--- src/rtl/if_id_stage_pkg.sv ---
// Shared constants and types for the IF stage and IF/ID pipeline register.
package if_id_stage_pkg;

    localparam int unsigned INSTR_W = 32;
    localparam logic [INSTR_W-1:0] NOP_INSTR = 32'h0000_0000;

    localparam int unsigned RS_MSB = 25;
    localparam int unsigned RS_LSB = 21;
    localparam int unsigned RT_MSB = 20;
    localparam int unsigned RT_LSB = 16;

    // Source of the next PC value.
    typedef enum logic [1:0] {
        PC_HOLD     = 2'd0,
        PC_SEQ      = 2'd1,
        PC_REDIRECT = 2'd2
    } pc_sel_e;

    // A redirect beats a stall; otherwise PCWrite decides advance vs hold.
    function automatic pc_sel_e pc_select(input logic branch_taken, input logic pc_write);
        if (branch_taken) return PC_REDIRECT;
        if (pc_write)     return PC_SEQ;
        return PC_HOLD;
    endfunction

endpackage

--- src/rtl/if_id_stage_if.sv ---
// Control, instruction-memory and IF/ID output bundle for if_id_stage.
interface if_id_stage_if;
    import if_id_stage_pkg::*;

    logic               PCWrite;
    logic               IFIDWrite;
    logic               BranchTaken;
    logic [31:0]        BranchTarget;
    logic [31:0]        IMemAddr;
    logic [INSTR_W-1:0] IMemData;
    logic [INSTR_W-1:0] IFIDInstr;
    logic [31:0]        IFIDPCPlus4;
    logic               IFIDValid;
    logic [4:0]         IFIDrs;
    logic [4:0]         IFIDrt;
    logic [31:0]        StallCount;
    logic [31:0]        FlushCount;

    // Driver side: hazard/branch units and instruction memory.
    modport master (
        output PCWrite, IFIDWrite, BranchTaken, BranchTarget, IMemData,
        input  IMemAddr, IFIDInstr, IFIDPCPlus4, IFIDValid, IFIDrs, IFIDrt,
               StallCount, FlushCount
    );

    // Fetch stage side.
    modport slave (
        input  PCWrite, IFIDWrite, BranchTaken, BranchTarget, IMemData,
        output IMemAddr, IFIDInstr, IFIDPCPlus4, IFIDValid, IFIDrs, IFIDrt,
               StallCount, FlushCount
    );

endinterface

--- src/rtl/if_id_stage_pc_register.sv ---
// Program counter with redirect/advance/hold selection and wrapping incrementer.
module pc_register
    import if_id_stage_pkg::*;
#(
    parameter logic [31:0] RESET_PC = 32'h0000_0000,
    parameter int unsigned PC_INC   = 4
) (
    input  logic        clk,
    input  logic        rst,
    input  logic        pc_write,
    input  logic        branch_taken,
    input  logic [31:0] branch_target,
    output logic [31:0] pc,
    output logic [31:0] pc_plus4
);

    pc_sel_e     sel;
    logic [31:0] pc_next;

    assign pc_plus4 = pc + 32'(PC_INC);

    // Next-PC mux.
    always_comb begin
        sel     = pc_select(branch_taken, pc_write);
        pc_next = pc;
        unique case (sel)
            PC_REDIRECT: pc_next = branch_target;
            PC_SEQ:      pc_next = pc_plus4;
            default:     pc_next = pc;
        endcase
    end

    // PC flop.
    always_ff @(posedge clk or posedge rst) begin
        if (rst) pc <= RESET_PC;
        else     pc <= pc_next;
    end

endmodule

--- src/rtl/if_id_stage.sv ---
// Instruction fetch stage plus IF/ID pipeline register.
// Optional: define STALL_COUNT_EN to enable saturating stall/flush counters.
module if_id_stage
    import if_id_stage_pkg::*;
#(
    parameter logic [31:0] RESET_PC = 32'h0000_0000,
    parameter int unsigned PC_INC   = 4
) (
    input  logic Clk,
    input  logic Reset,
    if_id_stage_if.slave bus
);

    logic [31:0]        pc;
    logic [31:0]        pc_plus4;
    logic [INSTR_W-1:0] ifid_instr;
    logic [31:0]        ifid_pc_plus4;
    logic               ifid_valid;

    pc_register #(
        .RESET_PC (RESET_PC),
        .PC_INC   (PC_INC)
    ) u_pc_register (
        .clk           (Clk),
        .rst           (Reset),
        .pc_write      (bus.PCWrite),
        .branch_taken  (bus.BranchTaken),
        .branch_target (bus.BranchTarget),
        .pc            (pc),
        .pc_plus4      (pc_plus4)
    );

    assign bus.IMemAddr    = pc;
    assign bus.IFIDInstr   = ifid_instr;
    assign bus.IFIDPCPlus4 = ifid_pc_plus4;
    assign bus.IFIDValid   = ifid_valid;
    assign bus.IFIDrs      = ifid_instr[RS_MSB:RS_LSB];
    assign bus.IFIDrt      = ifid_instr[RT_MSB:RT_LSB];

    // IF/ID register: flush on redirect, load when enabled, else hold.
    always_ff @(posedge Clk or posedge Reset) begin
        if (Reset) begin
            ifid_instr    <= NOP_INSTR;
            ifid_pc_plus4 <= '0;
            ifid_valid    <= 1'b0;
        end else if (bus.BranchTaken) begin
            ifid_instr    <= NOP_INSTR;
            ifid_pc_plus4 <= '0;
            ifid_valid    <= 1'b0;
        end else if (bus.IFIDWrite) begin
            ifid_instr    <= bus.IMemData;
            ifid_pc_plus4 <= pc_plus4;
            ifid_valid    <= 1'b1;
        end
    end

`ifdef STALL_COUNT_EN
    logic [31:0] stall_count;
    logic [31:0] flush_count;

    // Saturating counters: stalls are PC-hold edges not overridden by a redirect.
    always_ff @(posedge Clk or posedge Reset) begin
        if (Reset) begin
            stall_count <= '0;
            flush_count <= '0;
        end else begin
            if (!bus.PCWrite && !bus.BranchTaken && (stall_count != '1))
                stall_count <= stall_count + 32'd1;
            if (bus.BranchTaken && (flush_count != '1))
                flush_count <= flush_count + 32'd1;
        end
    end

    assign bus.StallCount = stall_count;
    assign bus.FlushCount = flush_count;
`else
    assign bus.StallCount = '0;
    assign bus.FlushCount = '0;
`endif

endmodule

--- src/flat_wrapper.sv ---
// flat-port wrapper written by rule: the top's interface ports become plain ports
module if_id_stage_flat import if_id_stage_pkg::*;
#(
    parameter logic [31:0] RESET_PC = 32'h0000_0000,
    parameter int unsigned PC_INC   = 4
)
  (Clk, Reset, bus_PCWrite, bus_IFIDWrite, bus_BranchTaken, bus_BranchTarget, bus_IMemData, bus_IMemAddr, bus_IFIDInstr, bus_IFIDPCPlus4, bus_IFIDValid, bus_IFIDrs, bus_IFIDrt, bus_StallCount, bus_FlushCount);
  if_id_stage_if bus_i ();
  input  logic Clk;
  input  logic Reset;
  input wire logic [$bits(bus_i.PCWrite)-1:0] bus_PCWrite;
  input wire logic [$bits(bus_i.IFIDWrite)-1:0] bus_IFIDWrite;
  input wire logic [$bits(bus_i.BranchTaken)-1:0] bus_BranchTaken;
  input wire logic [$bits(bus_i.BranchTarget)-1:0] bus_BranchTarget;
  input wire logic [$bits(bus_i.IMemData)-1:0] bus_IMemData;
  output wire logic [$bits(bus_i.IMemAddr)-1:0] bus_IMemAddr;
  output wire logic [$bits(bus_i.IFIDInstr)-1:0] bus_IFIDInstr;
  output wire logic [$bits(bus_i.IFIDPCPlus4)-1:0] bus_IFIDPCPlus4;
  output wire logic [$bits(bus_i.IFIDValid)-1:0] bus_IFIDValid;
  output wire logic [$bits(bus_i.IFIDrs)-1:0] bus_IFIDrs;
  output wire logic [$bits(bus_i.IFIDrt)-1:0] bus_IFIDrt;
  output wire logic [$bits(bus_i.StallCount)-1:0] bus_StallCount;
  output wire logic [$bits(bus_i.FlushCount)-1:0] bus_FlushCount;
  assign bus_i.PCWrite = bus_PCWrite;
  assign bus_i.IFIDWrite = bus_IFIDWrite;
  assign bus_i.BranchTaken = bus_BranchTaken;
  assign bus_i.BranchTarget = bus_BranchTarget;
  assign bus_i.IMemData = bus_IMemData;
  assign bus_IMemAddr = bus_i.IMemAddr;
  assign bus_IFIDInstr = bus_i.IFIDInstr;
  assign bus_IFIDPCPlus4 = bus_i.IFIDPCPlus4;
  assign bus_IFIDValid = bus_i.IFIDValid;
  assign bus_IFIDrs = bus_i.IFIDrs;
  assign bus_IFIDrt = bus_i.IFIDrt;
  assign bus_StallCount = bus_i.StallCount;
  assign bus_FlushCount = bus_i.FlushCount;
  if_id_stage #(.RESET_PC(RESET_PC), .PC_INC(PC_INC)) u_core (.Clk(Clk), .Reset(Reset), .bus(bus_i));
endmodule
--- config.mk ---
export PLATFORM = sky130hd
export DESIGN_NAME = if_id_stage_flat
export DESIGN_NICKNAME = d
export VERILOG_FILES = /design/src/rtl/if_id_stage_pkg.sv /design/src/rtl/if_id_stage_if.sv /design/src/rtl/if_id_stage_pc_register.sv /design/src/rtl/if_id_stage.sv /design/src/flat_wrapper.sv
export SDC_FILE = /design/constraint.sdc
export NUM_CORES = 1
export LEC_CHECK = 0
export CAP_MARGIN = 20
export CORE_MARGIN = 5
export CORE_UTILIZATION = 39
export CTS_CLUSTER_SIZE = 40
export DETAILED_ROUTE_END_ITERATION = 8
export PLACE_DENSITY = 0.78
export SYNTH_ARGS = -nofsm -noshare
export SYNTH_HDL_FRONTEND = slang
export SYNTH_HIERARCHICAL = 1
export SYNTH_SLANG_ARGS = --single-unit
--- constraint.sdc ---
create_clock -name Clk -period 2 [get_ports Clk]
set_input_delay 0.4 -clock Clk [delete_from_list [all_inputs] [get_ports Clk]]
set_output_delay 0.4 -clock Clk [all_outputs]
set_load 0.005 [all_outputs]
== Yosys cells after proc, flatten, opt, wreduce, memory -nomap -nowiden ==
Cells that the tools add are included.
Widths: inputs -> output; s select.

* Logic and storage cells: 23
* Bits in writable memories: 0
* Output and inout port bits: 171
* Input bits: 69
* Latch bits: 0
* Bits in read-only memories: 0
* Bits in registers: 97
* Memories kept: 0

* Reductions and logical operators: 2
* Bitwise gates (word level): 0
* Multiply operators: 0
* Divide/modulo/power cells: 0
* Add/subtract/negate cells: 1
* Eq/ne operators: 2
* Shift-type cells: 0
* Multiplexer cells: 14
* Magnitude comparators: 0

{| class="wikitable"
|+ Operator list
! kind !! count
|-
| $mux 32 || 4
|-
| $pmux 32 s2 || 1
|-
| $add 32x3->32 const B || 1
|-
| $mux 2 || 4
|-
| $mux 1 || 5
|-
| $reduce_bool 2->1 || 2
|-
| $eq 2x1->1 const B || 1
|-
| $eq 2x2->1 const B || 1
|}

== Logic depth before layout (Yosys ltp) ==
* Word-level depth: 6
* Gate-level depth with buffers: 8
* Depth with buffers taken out: 7

== By module ==
The synthesis kept the hierarchy.

{| class="wikitable"
|+ By module, submodules not included
! module !! sequential area each (um^2) !! cells each !! area each (um^2) !! instances
|-
| if_id_stage || 1,626.6 || 285 || 3,199.3 || 1
|-
| pc_register || 800.8 || 293 || 2,382.3 || 1
|}

== Worst setup path before layout ==
No wires, ideal clock.

* Kind: register to register
* Start point: register u_core.u_pc_register.pc[2]
* End point: register u_core.u_pc_register.pc[24]
* Data arrival time: 2.060 ns
* Buffers on the path: 1
* Stages on the path, launching flop included: 7
* Path slack: -0.129 ns
* Cells stage by stage: dfrtp_1 > ha_1 > nand2_1 > or4_4 > buf_6 > or4_1 > nand3_1

* Cells in the longest elaborated chain, start to end: 2

{| class="wikitable"
|+ Ends and longest elaborated chain
! item !! line !! text
|-
| start: declaration || if_id_stage_pc_register.sv:13 || <nowiki>output logic [31:0] pc,</nowiki>
|-
| start signal: assignment || if_id_stage_pc_register.sv:36 || <nowiki>else pc <= pc_next;</nowiki>
|-
| $add 32x3->32 || if_id_stage_pc_register.sv:20 || <nowiki>assign pc_plus4 = pc + 32'(PC_INC);</nowiki>
|-
| $pmux 32 s2 || if_id_stage_pc_register.sv:26 || <nowiki>unique case (sel)</nowiki>
|}

No other way between the ends.
A chain may end at the register's enable or synchronous reset.

== Worst setup path after layout ==
* Start point: register u_core.u_pc_register.pc[8]
* End point: register u_core.u_pc_register.pc[18]

The elaborated chain is that of the path after synthesis.

==> metrics <==
vias per cell 4.80; r2r setup slk -0.08 ns; global-route usage over all layers 18.2%; RSZ-0062 raised after global routing true; die width 130 um; Leakage 3.55 nW; H-tree levels 3; PwrDens 687 nW/um^2; number of synthesized flops with an enable pin 0; WL per Instance 16.4 um; DR vias 4,612; crit end category register; clock group share of total power 36.9%; max_cap viols 0; clk sinks 97; CTS max path bufs 2; IO Count 240; worst hold path class in -> async; Slew Limit Fails 0; internal power 4.05 mW; Layout Skew 0.00732 ns; logic gate share of total power 22.2%; Top cell by count, worst path or4_4; Synth cell types 37; synth warn 6; Iter 0 DRT Violations 300; clock root cell clkbuf_16; failing checks setup timing; gr ovfl total 0; detailed-route DRC error count 0; ranking of synthesized cells by area dfrtp_1, mux2i_1, buf_4, nor2_1, xnor2_1; P_sw 1.41 mW; Critical Path, Cell by Cell nand4_1 -> buf_4 -> or4_4 -> buf_12 -> or4_4 -> nand3_2; RePlAce Congestion 0.873; final setup fails 10; Layout Cells excl Fill 961; drt pass-1 iters 4; Placed Cells incl. Taps 941; crit path DAT 2.37 ns; vias in the first global route 4,507; Critical Path Source Type register; worst vdd ir 0.335 mV; cell taking the most area after synthesis dfrtp_1; WS Path Type reg -> reg; WP data required 2.29 ns; Yosys top cell area share 43.5%; Critical-path top delay cell or4_4; Hold Vio Cnt, Final 0; sequential power share 40.8%; ANT nets after route 0; outcome finished, violations left; fraction of registers with async set/reset 100%; Worst-Skew Late Latency 0.35 ns; setup ws final -0.0840 ns; share of layout cells above drive strength 1 13.1%; R2R Path End u_core/u_pc_register/pc[18]; fin crit share 104%; die area 16,800 um^2; Die Y 130 um; pre-CTS setup slack -0.419 ns; syn_area_per_cell 9.66 um^2; Yosys reg bits 97; largest net degree at the start of global routing 64; Clk pin slew, worst setup/hold paths 0.07 ns; final WL 15,800 um; core area 13,900 um^2; cells on worst reg2reg path 6; Finished Core Util 57.0%; main flop type after synthesis dfrtp_1; Worst path max stage delay 0.52 ns; Initial Util 40.1%; final layout net count 845; cts bufs inserted 9; Synth-to-Final Area Change 42.3%; worst reg2reg path startpoint u_core/u_pc_register/pc[8]; row count 43; Synth Instances 578; port bufs 175; Net Sw Frac 25.8%; synthesized cell area 5580 um^2; first-pass GRT wire length 24,000 um; initial antenna violation count 1; total power 5.46 mW; placed wire-length estimate 12,100 um; Worst Path Max Fanout 5; Tmin final 2.08 ns; CTS tree yes; Seq/Total Area, Yosys 43.5%; Fmax 480 MHz
==> cell usage after synthesis (2+ instances only) <==
cell type,count
a31oi_1,9
o31ai_1,6
nor2_1,82
and4_1,5
nor3_1,9
nand3b_1,2
nand2b_1,2
nand3_1,24
a21oi_1,2
mux2_2,2
dfrtp_1,97
nand2_1,40
inv_1,7
or4_4,2
xor2_1,14
clkbuf_1,19
and3_1,3
nor4_2,2
o21ai_0,16
or2_2,2
buf_2,7
buf_8,5
buf_6,2
nor4_1,3
or3_1,3
nand4_1,11
or4_1,13
and2_1,6
mux2i_1,65
o211ai_1,6
buf_4,81
xnor2_1,26
==> critical path, delay by kind of cell (launching register included) <==
family,cells,cell delay (ns)
and+or+nand+nor,4,1.29
buffers and inverters,2,0.37
DFF,1,0.35
==> cell families after synthesis <==
| kind of cell | after synthesis | synth area share, % |
|---|---|---|
| xor gates and xnor gates | 40 | 6.28 |
| adders and majority gates | 1 | 0.224 |
| AOI/OAI and AO/OA | 40 | 4.39 |
| muxes | 67 | 12.1 |
| buffers and inverters | 122 | 15.1 |
| and+or+nand+nor | 210 | 18.4 |
| other | 1 | 0.0672 |
| DFF | 97 | 43.5 |
==> cell usage in the layout, fill, tap and decap left out, types with 3 or more instances in the layout <==
| cell type | n |
|---|---|
| xnor2_1 | 26 |
| nand2_1 | 40 |
| a31oi_1 | 9 |
| or3_1 | 3 |
| or4_1 | 9 |
| o211ai_1 | 6 |
| clkbuf_16 | 9 |
| inv_1 | 6 |
| o21ai_0 | 16 |
| dfrtp_1 | 95 |
| buf_4 | 56 |
| buf_12 | 6 |
| nand4_1 | 11 |
| and4_1 | 5 |
| nor3_1 | 9 |
| and2_1 | 6 |
| nand3_2 | 4 |
| nor2_1 | 82 |
| mux2i_1 | 65 |
| o31ai_1 | 6 |
| nand3_1 | 20 |
| and3_1 | 3 |
| conb_1 | 64 |
| xor2_1 | 14 |
| bufinv_16 | 3 |
| or4_4 | 6 |
| clkdlybuf4s50_1 | 172 |
==> state kept, by name, summed over array words and instances (netlist names) <==
register	count
u_core/u_pc_register/pc	32
u_core/bus.IFIDPCPlus4	32
u_core/bus.IFIDInstr	32
u_core/bus.IFIDValid	1
==> cell type report <==
class | instances | area [um^2]
repair buffers | 237 | 2290
clock buffers | 11 | 243
well taps | 180 | 225
diodes | 1 | 2.50
flip-flops and latches | 97 | 2430
multi-input cells | 422 | 2610
inverters | 8 | 33.8
fillers | 1243 | 5990
clock inverters | 5 | 103
==> layer usage <==
| layer | GRT usage (%) | wire length [um] | vias up | share of wire [%] |
|---|---|---|---|---|
| met1 | 23.2 | 6660 | 2196 | 42 |
| li1 | - | - | 2218 | - |
| met2 | 30.5 | 7650 | 183 | 49 |
| met3 | 4.95 | 1290 | 15 | 8.2 |
| met4 | 4.77 | 170 | 0 | 1.1 |
| met5 | 0 | 0 | - | 0 |
==> per-stage QoR <==
step / area, um^2 / TNS (ns) / hold WS (ns)
floorplan: 5840 / 0 / 0.483
global placement: 7510 / -3.51 / 0.474
detailed placement: 7510 / -4.11 / 0.481
CTS: 7890 / -0.242 / 0.444
global route: 7940 / -1.51 / 0.467
finish: 7940 / -0.398 / 0.436
==> power by group through the flow <==
stage | Sequential (mW) | Clock, mW | Combinational, mW
global placement | 2.26 | 0 | 1.20
CTS | 2.23 | 2.06 | 1.22
floorplan | 2.28 | 0 | 0.608
detailed placement | 2.26 | 0 | 1.21
finish | 2.23 | 2.02 | 1.21
global route | 2.25 | 2.11 | 1.32
==> how the worst max path moves through the flow <==
stage | to | slack, ns | from | cells past startpoint
floorplan | u_core/u_pc_register/pc[24] | 0.007 | bus_PCWrite | 6
global route | u_core/u_pc_register/pc[21] | -0.13 | u_core/u_pc_register/pc[10] | 5
finish | u_core/u_pc_register/pc[18] | -0.08 | u_core/u_pc_register/pc[8] | 6
detailed placement | u_core/u_pc_register/pc[27] | -0.42 | bus_PCWrite | 5
global placement | u_core/u_pc_register/pc[27] | -0.35 | bus_PCWrite | 5
CTS | u_core/u_pc_register/pc[18] | -0.07 | u_core/u_pc_register/pc[8] | 6
==> repair_timing <==
action,in CTS,in global routing
buffers inserted,3,0
hold buffers,0,0
pin swaps,7,6
resized for setup,2,11
endpoints found under the setup margin,10,27
(Power assumes the default switching activity.)
